<file path="src/rtl/mat_vect_fcmp_pipe.sv">
// mat_vect_fcmp_pipe: pipelined floating-point comparator with the HLS fcmp
// opcode set, signed-zero handling, negative-operand ordering and a valid
// pipeline. Latency is NUM_STAGE ce-qualified clocks.
// Optional feature macro: FCMP_NAN_CHECK_EN. When it is defined, NaN decode
// and the UNO opcode are built. When it is undefined, NaN is ordered as a
// large magnitude and UNO reports op_err.
module mat_vect_fcmp_pipe #(
   parameter int ID         = 27,
   parameter int NUM_STAGE  = 2,
   parameter int din0_WIDTH = 32,
   parameter int din1_WIDTH = 32,
   parameter int EXP_WIDTH  = 8,
   parameter int dout_WIDTH = 1
) (
   input  logic                  clk,
   input  logic                  reset_n,
   input  logic                  ce,
   input  logic                  din_vld,
   input  logic [din0_WIDTH-1:0] din0,
   input  logic [din1_WIDTH-1:0] din1,
   input  logic [4:0]            opcode,
   output logic                  dout,
   output logic                  dout_vld,
   output logic                  op_err
);

   localparam int W         = din0_WIDTH;
   localparam int MAN_WIDTH = W - 1 - EXP_WIDTH;
   // Result registers after the compare: one when decode+compare share the
   // only stage, otherwise stage 2 onward.
   localparam int RES_STAGES = (NUM_STAGE < 2) ? 1 : NUM_STAGE - 1;

   localparam logic [4:0] OP_OEQ = 5'b00001;
   localparam logic [4:0] OP_OGT = 5'b00010;
   localparam logic [4:0] OP_OGE = 5'b00011;
   localparam logic [4:0] OP_OLT = 5'b00100;
   localparam logic [4:0] OP_OLE = 5'b00101;
   localparam logic [4:0] OP_ONE = 5'b00110;
`ifdef FCMP_NAN_CHECK_EN
   localparam logic [4:0] OP_UNO = 5'b01000;
`endif

   // ---------------------------------------------------------------
   // Field decode (combinational on the raw operands)
   // ---------------------------------------------------------------
   logic         dec_sign0, dec_sign1, dec_zero0, dec_zero1;
   logic [W-2:0] dec_mag0, dec_mag1;

   assign dec_sign0 = din0[W-1];
   assign dec_sign1 = din1[W-1];
   assign dec_mag0  = din0[W-2:0];
   assign dec_mag1  = din1[W-2:0];
   assign dec_zero0 = (dec_mag0 == '0);
   assign dec_zero1 = (dec_mag1 == '0);

`ifdef FCMP_NAN_CHECK_EN
   logic dec_nan0, dec_nan1;
   assign dec_nan0 = (&din0[W-2:MAN_WIDTH]) & (|din0[MAN_WIDTH-1:0]);
   assign dec_nan1 = (&din1[W-2:MAN_WIDTH]) & (|din1[MAN_WIDTH-1:0]);
`endif

   // ---------------------------------------------------------------
   // Compare inputs: either the decode directly or the stage-1 registers
   // ---------------------------------------------------------------
   logic         cmp_vld, cmp_sign0, cmp_sign1, cmp_zero0, cmp_zero1;
   logic [W-2:0] cmp_mag0, cmp_mag1;
   logic [4:0]   cmp_op;
`ifdef FCMP_NAN_CHECK_EN
   logic         cmp_nan0, cmp_nan1;
`endif

   generate
      if (NUM_STAGE < 2) begin : g_s1_bypass
         assign cmp_vld   = din_vld;
         assign cmp_sign0 = dec_sign0;
         assign cmp_sign1 = dec_sign1;
         assign cmp_zero0 = dec_zero0;
         assign cmp_zero1 = dec_zero1;
         assign cmp_mag0  = dec_mag0;
         assign cmp_mag1  = dec_mag1;
         assign cmp_op    = opcode;
`ifdef FCMP_NAN_CHECK_EN
         assign cmp_nan0  = dec_nan0;
         assign cmp_nan1  = dec_nan1;
`endif
      end else begin : g_s1_reg
         logic         s1_vld_reg, s1_sign0_reg, s1_sign1_reg, s1_zero0_reg, s1_zero1_reg;
         logic [W-2:0] s1_mag0_reg, s1_mag1_reg;
         logic [4:0]   s1_op_reg;
`ifdef FCMP_NAN_CHECK_EN
         logic         s1_nan0_reg, s1_nan1_reg;
`endif
         // Stage 1: capture decoded fields while ce is high
         always_ff @(posedge clk or negedge reset_n) begin
            if (!reset_n) begin
               s1_vld_reg   <= 1'b0;
               s1_sign0_reg <= 1'b0;
               s1_sign1_reg <= 1'b0;
               s1_zero0_reg <= 1'b0;
               s1_zero1_reg <= 1'b0;
               s1_mag0_reg  <= '0;
               s1_mag1_reg  <= '0;
               s1_op_reg    <= '0;
`ifdef FCMP_NAN_CHECK_EN
               s1_nan0_reg  <= 1'b0;
               s1_nan1_reg  <= 1'b0;
`endif
            end else if (ce) begin
               s1_vld_reg   <= din_vld;
               s1_sign0_reg <= dec_sign0;
               s1_sign1_reg <= dec_sign1;
               s1_zero0_reg <= dec_zero0;
               s1_zero1_reg <= dec_zero1;
               s1_mag0_reg  <= dec_mag0;
               s1_mag1_reg  <= dec_mag1;
               s1_op_reg    <= opcode;
`ifdef FCMP_NAN_CHECK_EN
               s1_nan0_reg  <= dec_nan0;
               s1_nan1_reg  <= dec_nan1;
`endif
            end
         end
         assign cmp_vld   = s1_vld_reg;
         assign cmp_sign0 = s1_sign0_reg;
         assign cmp_sign1 = s1_sign1_reg;
         assign cmp_zero0 = s1_zero0_reg;
         assign cmp_zero1 = s1_zero1_reg;
         assign cmp_mag0  = s1_mag0_reg;
         assign cmp_mag1  = s1_mag1_reg;
         assign cmp_op    = s1_op_reg;
`ifdef FCMP_NAN_CHECK_EN
         assign cmp_nan0  = s1_nan0_reg;
         assign cmp_nan1  = s1_nan1_reg;
`endif
      end
   endgenerate

   // ---------------------------------------------------------------
   // Ordering and opcode evaluation
   // ---------------------------------------------------------------
   logic cmp_eq, cmp_lt, cmp_ord, cmp_res, cmp_err;

`ifdef FCMP_NAN_CHECK_EN
   assign cmp_ord = ~(cmp_nan0 | cmp_nan1);
`else
   assign cmp_ord = 1'b1;
`endif

   // Sign/magnitude ordering; +0 and -0 are equal and neither is less
   always_comb begin
      cmp_eq = ((cmp_sign0 == cmp_sign1) && (cmp_mag0 == cmp_mag1)) || (cmp_zero0 && cmp_zero1);
      if (cmp_zero0 && cmp_zero1)
         cmp_lt = 1'b0;
      else if (cmp_sign0 != cmp_sign1)
         cmp_lt = cmp_sign0;
      else if (!cmp_sign0)
         cmp_lt = (cmp_mag0 < cmp_mag1);
      else
         cmp_lt = (cmp_mag0 > cmp_mag1);
   end

   // Opcode select; unsupported codes give dout=0 with op_err set
   always_comb begin
      cmp_res = 1'b0;
      cmp_err = 1'b0;
      case (cmp_op)
         OP_OEQ:  cmp_res = cmp_ord & cmp_eq;
         OP_OGT:  cmp_res = cmp_ord & ~cmp_lt & ~cmp_eq;
         OP_OGE:  cmp_res = cmp_ord & ~cmp_lt;
         OP_OLT:  cmp_res = cmp_ord & cmp_lt;
         OP_OLE:  cmp_res = cmp_ord & (cmp_lt | cmp_eq);
         OP_ONE:  cmp_res = cmp_ord & ~cmp_eq;
`ifdef FCMP_NAN_CHECK_EN
         OP_UNO:  cmp_res = ~cmp_ord;
`endif
         default: cmp_err = 1'b1;
      endcase
   end

   // ---------------------------------------------------------------
   // Result pipeline; the last stage keeps dout/op_err across bubbles
   // ---------------------------------------------------------------
   logic rs_vld_reg [RES_STAGES];
   logic rs_res_reg [RES_STAGES];
   logic rs_err_reg [RES_STAGES];

   genvar gi;
   generate
      for (gi = 0; gi < RES_STAGES; gi++) begin : g_res
         logic in_vld, in_res, in_err;
         if (gi == 0) begin : g_src
            assign in_vld = cmp_vld;
            assign in_res = cmp_res;
            assign in_err = cmp_err;
         end else begin : g_src
            assign in_vld = rs_vld_reg[gi-1];
            assign in_res = rs_res_reg[gi-1];
            assign in_err = rs_err_reg[gi-1];
         end

         // Advance one result stage per ce; output stage holds data on bubbles
         always_ff @(posedge clk or negedge reset_n) begin
            if (!reset_n) begin
               rs_vld_reg[gi] <= 1'b0;
               rs_res_reg[gi] <= 1'b0;
               rs_err_reg[gi] <= 1'b0;
            end else if (ce) begin
               rs_vld_reg[gi] <= in_vld;
               if (in_vld || (gi != RES_STAGES - 1)) begin
                  rs_res_reg[gi] <= in_res;
                  rs_err_reg[gi] <= in_err;
               end
            end
         end
      end
   endgenerate

   assign dout     = rs_res_reg[RES_STAGES-1];
   assign dout_vld = rs_vld_reg[RES_STAGES-1];
   assign op_err   = rs_err_reg[RES_STAGES-1];

endmodule

</file>
<file path="config.mk">
export PLATFORM = sky130hd
export DESIGN_NAME = mat_vect_fcmp_pipe
export DESIGN_NICKNAME = d
export VERILOG_FILES = /design/src/rtl/mat_vect_fcmp_pipe.sv
export SDC_FILE = /design/constraint.sdc
export NUM_CORES = 1
export LEC_CHECK = 0
export ABC_AREA = 1
export CORE_ASPECT_RATIO = 1.4
export CORE_MARGIN = 5
export CORE_UTILIZATION = 47
export CTS_CLUSTER_SIZE = 40
export DETAILED_ROUTE_END_ITERATION = 10
export PLACE_DENSITY_LB_ADDON = 0.12
export SYNTH_ARGS = -nofsm -noshare
export SYNTH_HDL_FRONTEND = slang
export SYNTH_SLANG_ARGS = --single-unit
</file>
<file path="constraint.sdc">
create_clock -name clk -period 1.9 [get_ports clk]
set_clock_uncertainty 0.2 [all_clocks]
set_input_delay 0.285 -clock clk [delete_from_list [all_inputs] [get_ports clk]]
set_output_delay 0.285 -clock clk [all_outputs]
set_load 0.005 [all_outputs]
</file>
==> results of run 1 <==
## how the worst min path moves through the flow
stage | to | slack (ns) | cells after the start
floorplan | cmp_mag0[0] | -0.21 | 0
global placement | cmp_mag1[17] | 0.15 | 2
detailed placement | cmp_mag1[17] | 0.15 | 2
CTS | cmp_op[0] | 0.04 | 3
global route | cmp_op[0] | 0.07 | 3
finish | cmp_op[0] | 0.04 | 3
## synth_stat cells
cell type and number:
nand2_1 197, nor4_4 1, nand3_1 5, inv_2 6
o21bai_1 1, a21oi_1 10, nor4_1 16, clkbuf_1 13
nor3_2 2, nand2_2 10, nor3_1 3, xnor2_1 1
nor4_2 1, nand4_1 8, inv_1 58, buf_1 2
nor2_1 14, ha_1 31, nor2_4 1, nor2_2 1
a21oi_2 4, o21ai_0 37, dfrtp_1 75, a21o_1 2
nand3_2 3, buf_6 1
## through the flow
step	instances	util, %	area [µm²]
final	715	65.6	5550
after global routing	715	65.6	5550
after CTS	715	65.4	5530
after detailed placement	697	61.0	5160
after global placement	697	61.0	5160
after floorplan	503	-	4120
## logic make-up after synthesis
logic type | count (synthesis) | synth area share (%)
simple gates | 262 | 28.5
fa+ha+maj | 31 | 9.65
flops | 75 | 46.7
buf+inv | 80 | 7.66
xor+xnor | 1 | 0.218
compound gates | 54 | 7.28
## cell type report
class	count	area, µm²	share of cell area [%]
Tap cell	105	131	2.37
Sequential cell	75	1880	33.8
Clock buffer	10	229	4.13
Clock inverter	6	80.1	1.44
Multi-Input combinational cell	348	1990	35.9
Inverter	64	240	4.33
Timing Repair Buffer	107	996	18.0
## repair_timing
| action | CTS | global route |
|---|---|---|
| setup buffers | 1 | 0 |
| gates resized for setup | 9 | 2 |
| hold endpoints to repair | 75 | 0 |
| pin swaps | 7 | 0 |
| hold buffers | 1 | 0 |
| setup endpoints to repair | 1 | 1 |
## report_power, final
part           total [W]  leakage, nW  internal (W)  switching [W]
clock            0.00179        0.156       0.00114       0.000652
sequential       0.00182        0.917       0.00174      0.0000797
combinational    0.00103         1.71      0.000492       0.000534
## per-layer routing
layer	global-route usage (%)	vias to the layer above	routed length, µm
met4	8.79	0	227
met1	25.6	1632	4340
met3	3.81	18	406
li1	-	1799	-
met5	0	-	0
met2	35.2	65	5200
## worst reg2reg max path, cell delays in order, from the launching register on
cell and delay [ns]:
dfrtp_1 0.36, inv_1 0.08, ha_1 0.24, nand2_2 0.10
inv_1 0.05, nand2_1 0.07, nand2_1 0.06, a21oi_2 0.11
nand2_1 0.06, nand2_1 0.08, nand2_2 0.08, nand2_1 0.07
nand2_2 0.07, nand2_4 0.08, nand2_1 0.05, nand2_1 0.05
nand2_1 0.04, o21bai_1 0.12, nand2_1 0.06
==> results.toml, run 1 <==
[drt]
antenna_left = 0
routed_wl_um = 10200
vias = 3514
avgRoutedWirePerCell_um = 14.2
viasPerCell = 4.91
drt_iter0_drc = 125
firstDrtPassIters = 4
drc = 0

[grt]
grt_overflow = 0
antenna_found_initial = 0
grt_pass1_vias = 3737
grt_use_total_pct = 20.8
grt_max_degree = 76
grt_pass1_wl_um = 17100

[power]
peakVddDrop_mv = 0.551
p_leak_nw = 2.78
power_w = 0.00464
p_per_area_nw_per_um2 = 836

[yosys]
synth.ff_latch_count = 75
syn-instance-count = 503
netlist_area_um2 = 4020
synth_nets = 607
syn_area_per_cell_um2 = 7.99
synth_top_area_share_pct = 46.7
synth_warnings = 0
yosysSeqAreaShare_pct = 46.7
synth_area_leader_cell = "dfrtp_1"
synth_area_leaders = "dfrtp_1 47%, nand2_1 18%, ha_1 9.6%"
yosys.cell_types.count = 26

[setup_path]
path_cells = "inv_1, ha_1, nand2_2, inv_1, nand2_1, nand2_1, a21oi_2, nand2_1, nand2_1, nand2_2, nand2_1, nand2_2, nand2_4, nand2_1, nand2_1, nand2_1, o21bai_1, nand2_1"
rrSetupSlack_ns = -0.28
cp.depth = 18
critical-path-max-stage-delay_ns = 0.36
r2r-start = "cmp_mag1[9]"
crit_start = "cmp_mag1[9]"
crit_buf_inv = 2
critPathCaptureType = "register"
critical_path.endpoint = "dout"
r2r_cells = 18
setup.worst_path.class = "reg2reg"
cp_max_fo = 3
crit_arrival_ns = 2.20
slowest_stage = "dfrtp_1"
timing.rr.end = "dout"
required_ns = 1.92
crit_family = "simple AND/OR/NAND/NOR gates"
start_kind = "register"
critical_path.most_common_cell = "nand2_1"

[placement]
dp_hpwl_um = 7600
io_buffers = 75
gp_congestion = 0.883
place_ws_ns = -0.297

[clock_network]
cts_inserted_buffers = 9
cts.sinks = 75
clock_latency_ns = 0.34
htreeDepth = 3
cts_buffer_depth = 2
clk_pin_slew_ns = 0.06
clockRootBuffer = "clkbuf_16"
cts_tree = "done"

[floorplanning]
start_util_pct = 47.5
die_x_um = 88.2
die_y_um = 119
coreArea_um2 = 8460
ioPinCount = 76
rows = 40
dieArea_um2 = 10500

[timing]
fin_ws_ns = -0.279
min_period_over_period_pct = 115
max_freq_mhz = 459
relSlewSlack_pct = 70.4
finalSetupTns_ns = -0.279
hold-worst-slack_ns = 0.0403
setup_violations = 1
layout_min_cycle_time_ns = 2.18
worst_pin_slew_ns = 0.444
slew_viol_final = 0
hold_viol_final = 0
rsz0062_at_grt = "true"

[final_layout]
syn2layout_area_growth_pct = 38.0
nNetsFinal = 709
n_fill_cell = 704
final_common_cell = "nand2_1"
diodes = 0
layout_common_cells = "195 x nand2_1, 75 x dfrtp_1, 73 x clkdlybuf4s50_1, 55 x inv_1, 37 x o21ai_0"
drive_above_1_share_pct = 15.4

[worst_hold_path]
hold_start = "ce"
min_path_type = "in2reg"

[job]
drv_cap = 0

[status]
violations = "negative setup slack"
status = "finished, violations left"
Note: power is estimated with default switching activity, not from simulation.
==> run 2: changes to the inputs <==
--- a/config.mk
+++ b/config.mk
@@ -12,6 +12,7 @@
 export CTS_CLUSTER_SIZE = 40
 export DETAILED_ROUTE_END_ITERATION = 10
 export PLACE_DENSITY_LB_ADDON = 0.12
+export SKIP_CTS_REPAIR_TIMING = 1
 export SYNTH_ARGS = -nofsm -noshare
 export SYNTH_HDL_FRONTEND = slang
 export SYNTH_SLANG_ARGS = --single-unit
==> results.toml, run 2 (synthesis results as in run 1) <==
[drt]
drc = 0
viasPerCell = 4.92
antenna_left = 0
avgRoutedWirePerCell_um = 14.3
wl_met2_um = 5270
route.met3.wl_um = 418
met1_length_um = 4290
drt_iter0_drc = 153
maxUsedRoutingLayer = "met4"
vias = 3521
firstDrtPassIters = 5
routed_wl_um = 10200

[setup_path]
timing.rr.end = "dout"
r2r-start = "cmp_mag1[13]"
r2r_cells = 16
rrSetupSlack_ns = -0.29
start_kind = "register"
critPathCaptureType = "register"
required_ns = 1.93
setup.worst_path.class = "reg2reg"
cp_max_fo = 3
crit_arrival_ns = 2.22

[clock_network]
cts.sinks = 75
cts_buffer_depth = 2
clockRootBuffer = "clkbuf_16"
cts_inserted_buffers = 9
htreeDepth = 3
cts_tree = "done"
clk_pin_slew_ns = 0.06
clock_latency_ns = 0.34

[floorplanning]
ioPinCount = 76
rows = 40
die_x_um = 88.2
start_util_pct = 47.5
dieArea_um2 = 10500
die_y_um = 119
coreArea_um2 = 8460

[timing]
rsz0062_at_grt = "true"
layout_min_cycle_time_ns = 2.19
slew_viol_final = 0
max_freq_mhz = 456
hold_viol_final = 0
relSlewSlack_pct = 71.1
fin_ws_ns = -0.293
hold-worst-slack_ns = 0.0405
worst_pin_slew_ns = 0.429
min_period_over_period_pct = 115
setup_violations = 1

[power]
clock_power_share_pct = 38.7
switching_power_w = 0.00127
p_int_w = 0.00337
seqPwrFrac_pct = 39.2
switching_share_pct = 27.4
p_leak_nw = 2.79
peakVddDrop_mv = 0.540
combPwrFrac_pct = 22.1
p_per_area_nw_per_um2 = 837

[final_layout]
diodes = 0
final_cells = 716
drive_above_1_share_pct = 15.5
layout_common_cells = "193 x nand2_1, 75 x dfrtp_1, 73 x clkdlybuf4s50_1, 57 x inv_1, 37 x o21ai_0"
syn2layout_area_growth_pct = 38.1
final_common_cell = "nand2_1"
nNetsFinal = 710
n_fill_cell = 706

[grt]
grt_pass1_vias = 3719
grt_max_degree = 76
grt_use_total_pct = 20.7
grt_pass1_wl_um = 16900
grt_overflow = 0
antenna_found_initial = 0

[worst_hold_path]
hold_start = "ce"
hold_depth = 3
min_path_type = "in2reg"
min_to = "cmp_op[0]"

[placement]
gp_congestion = 0.883
io_buffers = 75
place_ws_ns = -0.297
dp_hpwl_um = 7600
post-place-cells = 697

[status]
status = "finished, violations left"
violations = "negative setup slack"

[job]
drv_cap = 0
run 2: cell types whose count changed in the layout (fill, tap and decap cells not counted):
cell,change
buf_4,+1
inv_1,+2
inv_2,-2
nand2_1,-2
nand2_2,+2
nand3_2,+1
nand3_4,-1
run 2: metal layers:
| metal | track usage (%) | up-vias |
|---|---|---|
| met5 | 0 | - |
| met4 | 8.41 | 0 |
| met3 | 3.81 | 19 |
| met2 | 35.3 | 65 |
| met1 | 25.2 | 1635 |
| li1 | - | 1802 |
run 2: cell type report:
cell class | count | area (µm²) | area share, %
Sequential cell | 75 | 1880 | 33.8
Timing Repair Buffer | 108 | 1000 | 18.1
Multi-Input combinational cell | 348 | 1990 | 35.9
Tap cell | 105 | 131 | 2.37
Inverter | 64 | 240 | 4.33
Clock inverter | 6 | 80.1 | 1.44
Clock buffer | 10 | 229 | 4.12
run 2: worst max path at each step:
stage / cells after the start / start / to / slack [ns]
after floorplan: 15 / cmp_mag0[13] / dout / -0.06
after global placement: 14 / cmp_mag0[29] / dout / -0.24
after detailed placement: 16 / cmp_mag1[13] / dout / -0.30
after CTS: 16 / cmp_mag1[13] / dout / -0.29
after global routing: 14 / cmp_mag0[2] / dout / -0.47
final: 16 / cmp_mag1[13] / dout / -0.29
run 2: power groups by stage:
stage	logic, W	clock network, W	registers [W]
global placement	0.000965	0	0.00184
global route	0.00116	0.00189	0.00184
floorplan	0.000543	0	0.00183
CTS	0.000996	0.00182	0.00182
detailed placement	0.000987	0	0.00185
finish	0.00103	0.00180	0.00182
run 2: metrics by stage:
stage / power, W / area, µm² / TNS [ns] / util, %
2_1_floorplan: 0.00237 / 4120 / -0.0558 / -
4_1_cts: 0.00464 / 5470 / -0.290 / 64.6
3_5_place_dp: 0.00283 / 5160 / -0.343 / 61.0
6_report: 0.00465 / 5550 / -0.293 / 65.6
3_3_place_gp: 0.00280 / 5160 / -0.305 / 61.0
5_1_grt: 0.00489 / 5550 / -0.469 / 65.6
run 2: worst max-delay path, cell delays in order (launching register included):
cell and delay (ns):
dfrtp_1 0.36, inv_1 0.08, ha_1 0.24, nand2_2 0.11, inv_2 0.05, nand2_2 0.08, inv_2 0.04, a21oi_2 0.12
nand2_1 0.06, nand2_1 0.08, nand2_2 0.08, a21oi_4 0.18, nand2_4 0.09, nand2_2 0.07, nand3_2 0.05, o21bai_1 0.13
nand2_1 0.06
==> run 3: changes to the inputs <==
--- a/config.mk
+++ b/config.mk
@@ -8,9 +8,10 @@
 export ABC_AREA = 1
 export CORE_ASPECT_RATIO = 1.4
 export CORE_MARGIN = 5
-export CORE_UTILIZATION = 47
+export CORE_UTILIZATION = 52
 export CTS_CLUSTER_SIZE = 40
 export DETAILED_ROUTE_END_ITERATION = 10
+export GPL_ROUTABILITY_DRIVEN = 0
 export PLACE_DENSITY_LB_ADDON = 0.12
 export SKIP_CTS_REPAIR_TIMING = 1
 export SYNTH_ARGS = -nofsm -noshare
==> constraint.sdc (replaced) <==
create_clock -name clk -period 2.1 [get_ports clk]
set_clock_uncertainty 0.2 [all_clocks]
set_input_delay 0.315 -clock clk [delete_from_list [all_inputs] [get_ports clk]]
set_output_delay 0.315 -clock clk [all_outputs]
set_load 0.005 [all_outputs]
==> results.toml, run 3 (synthesis results as in run 1) <==
[placement]
post-place-cells = 671
dp_hpwl_um = 7290
place_ws_ns = -0.0942
io_buffers = 75
dpl-instance-area_um2 = 4900

[final_layout]
regArea_um2 = 1880
syn2layout_area_growth_pct = 33.9
n_fill_cell = 640
final_area_um2 = 5380
final_common_cell = "nand2_1"
nNetsFinal = 691
final_util_pct = 70.3
layout_common_cells = "194 x nand2_1, 75 x dfrtp_1, 73 x clkdlybuf4s50_1, 57 x inv_1, 37 x o21ai_0"
diodes = 0
multi_input_area_um2 = 2020
drive_above_1_share_pct = 13.2
final_cells = 692

[floorplanning]
start_util_pct = 52.5
ioPinCount = 76
coreArea_um2 = 7650
die_y_um = 114
rows = 38
die_x_um = 84.3
dieArea_um2 = 9610

[clock_network]
cts_tree = "done"
cts_buffer_depth = 2
clock_latency_ns = 0.36
clk_pin_slew_ns = 0.08
clockRootBuffer = "clkbuf_8"
cts_inserted_buffers = 9
htreeDepth = 3
cts.sinks = 75

[drt]
firstDrtPassIters = 4
vias = 3483
viasPerCell = 5.03
drt_iter0_drc = 150
avgRoutedWirePerCell_um = 14.2
antenna_left = 0
routed_wl_um = 9840
drc = 0

[setup_path]
cp_max_fo = 3
r2r-start = "cmp_mag0[12]"
crit_start = "cmp_mag0[12]"
critPathCaptureType = "register"
required_ns = 2.15
crit_arrival_ns = 2.24
setup.worst_path.class = "reg2reg"
start_kind = "register"

[timing]
layout_min_cycle_time_ns = 2.19
min_period_over_period_pct = 104
finalSetupTns_ns = -0.0900
rsz0062_at_grt = "true"
hold_viol_final = 0
max_freq_mhz = 457
worst_pin_slew_ns = 0.598
relSlewSlack_pct = 60.1
slew_viol_final = 0
setup_violations = 1
fin_ws_ns = -0.0900

[grt]
grt_use_total_pct = 20.9
antenna_found_initial = 0
grt_max_degree = 63
grt_overflow = 0
grt_pass1_vias = 3424
grt_pass1_wl_um = 15800

[status]
violations = "negative setup slack"
status = "finished, violations left"

[power]
p_per_area_nw_per_um2 = 737
peakVddDrop_mv = 0.496
p_leak_nw = 2.67

[worst_hold_path]
hold_start = "ce"
min_path_type = "in2reg"

[job]
drv_cap = 0
==> run 3: cell types whose count changed in the layout (fill, tap and decap cells not counted), sizes merged <==
cell    previous run  this run
clkinv             4         1
buf               34        15
bufinv             2         3
clkbuf            10        12
==> run 3: cell type report <==
cell class | count | area share, %
Clock buffer | 12 | 3.07
Clock inverter | 4 | 1.77
Inverter | 64 | 4.46
Multi-Input combinational cell | 348 | 37.5
Sequential cell | 75 | 34.9
Tap cell | 100 | 2.33
Timing Repair Buffer | 89 | 16.0
==> run 3: final timing paths <==
kind,end,slack (ns),cells after the start
max reg2reg,dout,-0.09,14
max in group asynchronous,cmp_mag0[1],0.79,3
min in group asynchronous,cmp_mag1[23],0.29,2
max,dout,-0.09,14
min,dout_vld,0.15,3
min reg2reg,cmp_vld,0.28,2
==> run 3: worst max-delay path, cell delays in order (launching register included) <==
cell and delay, ns:
dfrtp_1 0.40, ha_1 0.31, nand2_1 0.06, inv_2 0.07
nand4_1 0.12, nor3_2 0.19, nand3_1 0.11, nand2_1 0.09
nand2_2 0.06, nand2_2 0.09, nand2_1 0.06, nand2_1 0.06
nand2_1 0.05, o21bai_1 0.15, nand2_1 0.07
==> run 3: layer usage <==
| layer | track usage [%] | vias to the layer above | part of all wire, % |
|---|---|---|---|
| li1 | - | 1767 | - |
| met1 | 25.7 | 1625 | 42 |
| met2 | 35.3 | 77 | 51 |
| met3 | 4.91 | 14 | 5.1 |
| met4 | 8.48 | 0 | 2.2 |
| met5 | 0 | - | 0 |
==> run 3: metrics by stage <==
| step | hold slack, ns | total power, W |
|---|---|---|
| after floorplan | -0.181 | 0.00211 |
| after global placement | 0.146 | 0.00245 |
| after detailed placement | 0.149 | 0.00247 |
| after CTS | -0.235 | 0.00389 |
| after global routing | 0.175 | 0.00418 |
| final | 0.151 | 0.00396 |
==> run 3: where the power goes <==
part | switching [W] | total [W] | internal [W] | leakage, nW
Clock | 0.000530 | 0.00142 | 0.000885 | 0.133
Sequential | 0.0000762 | 0.00165 | 0.00157 | 0.917
Combinational | 0.000480 | 0.000900 | 0.000420 | 1.62
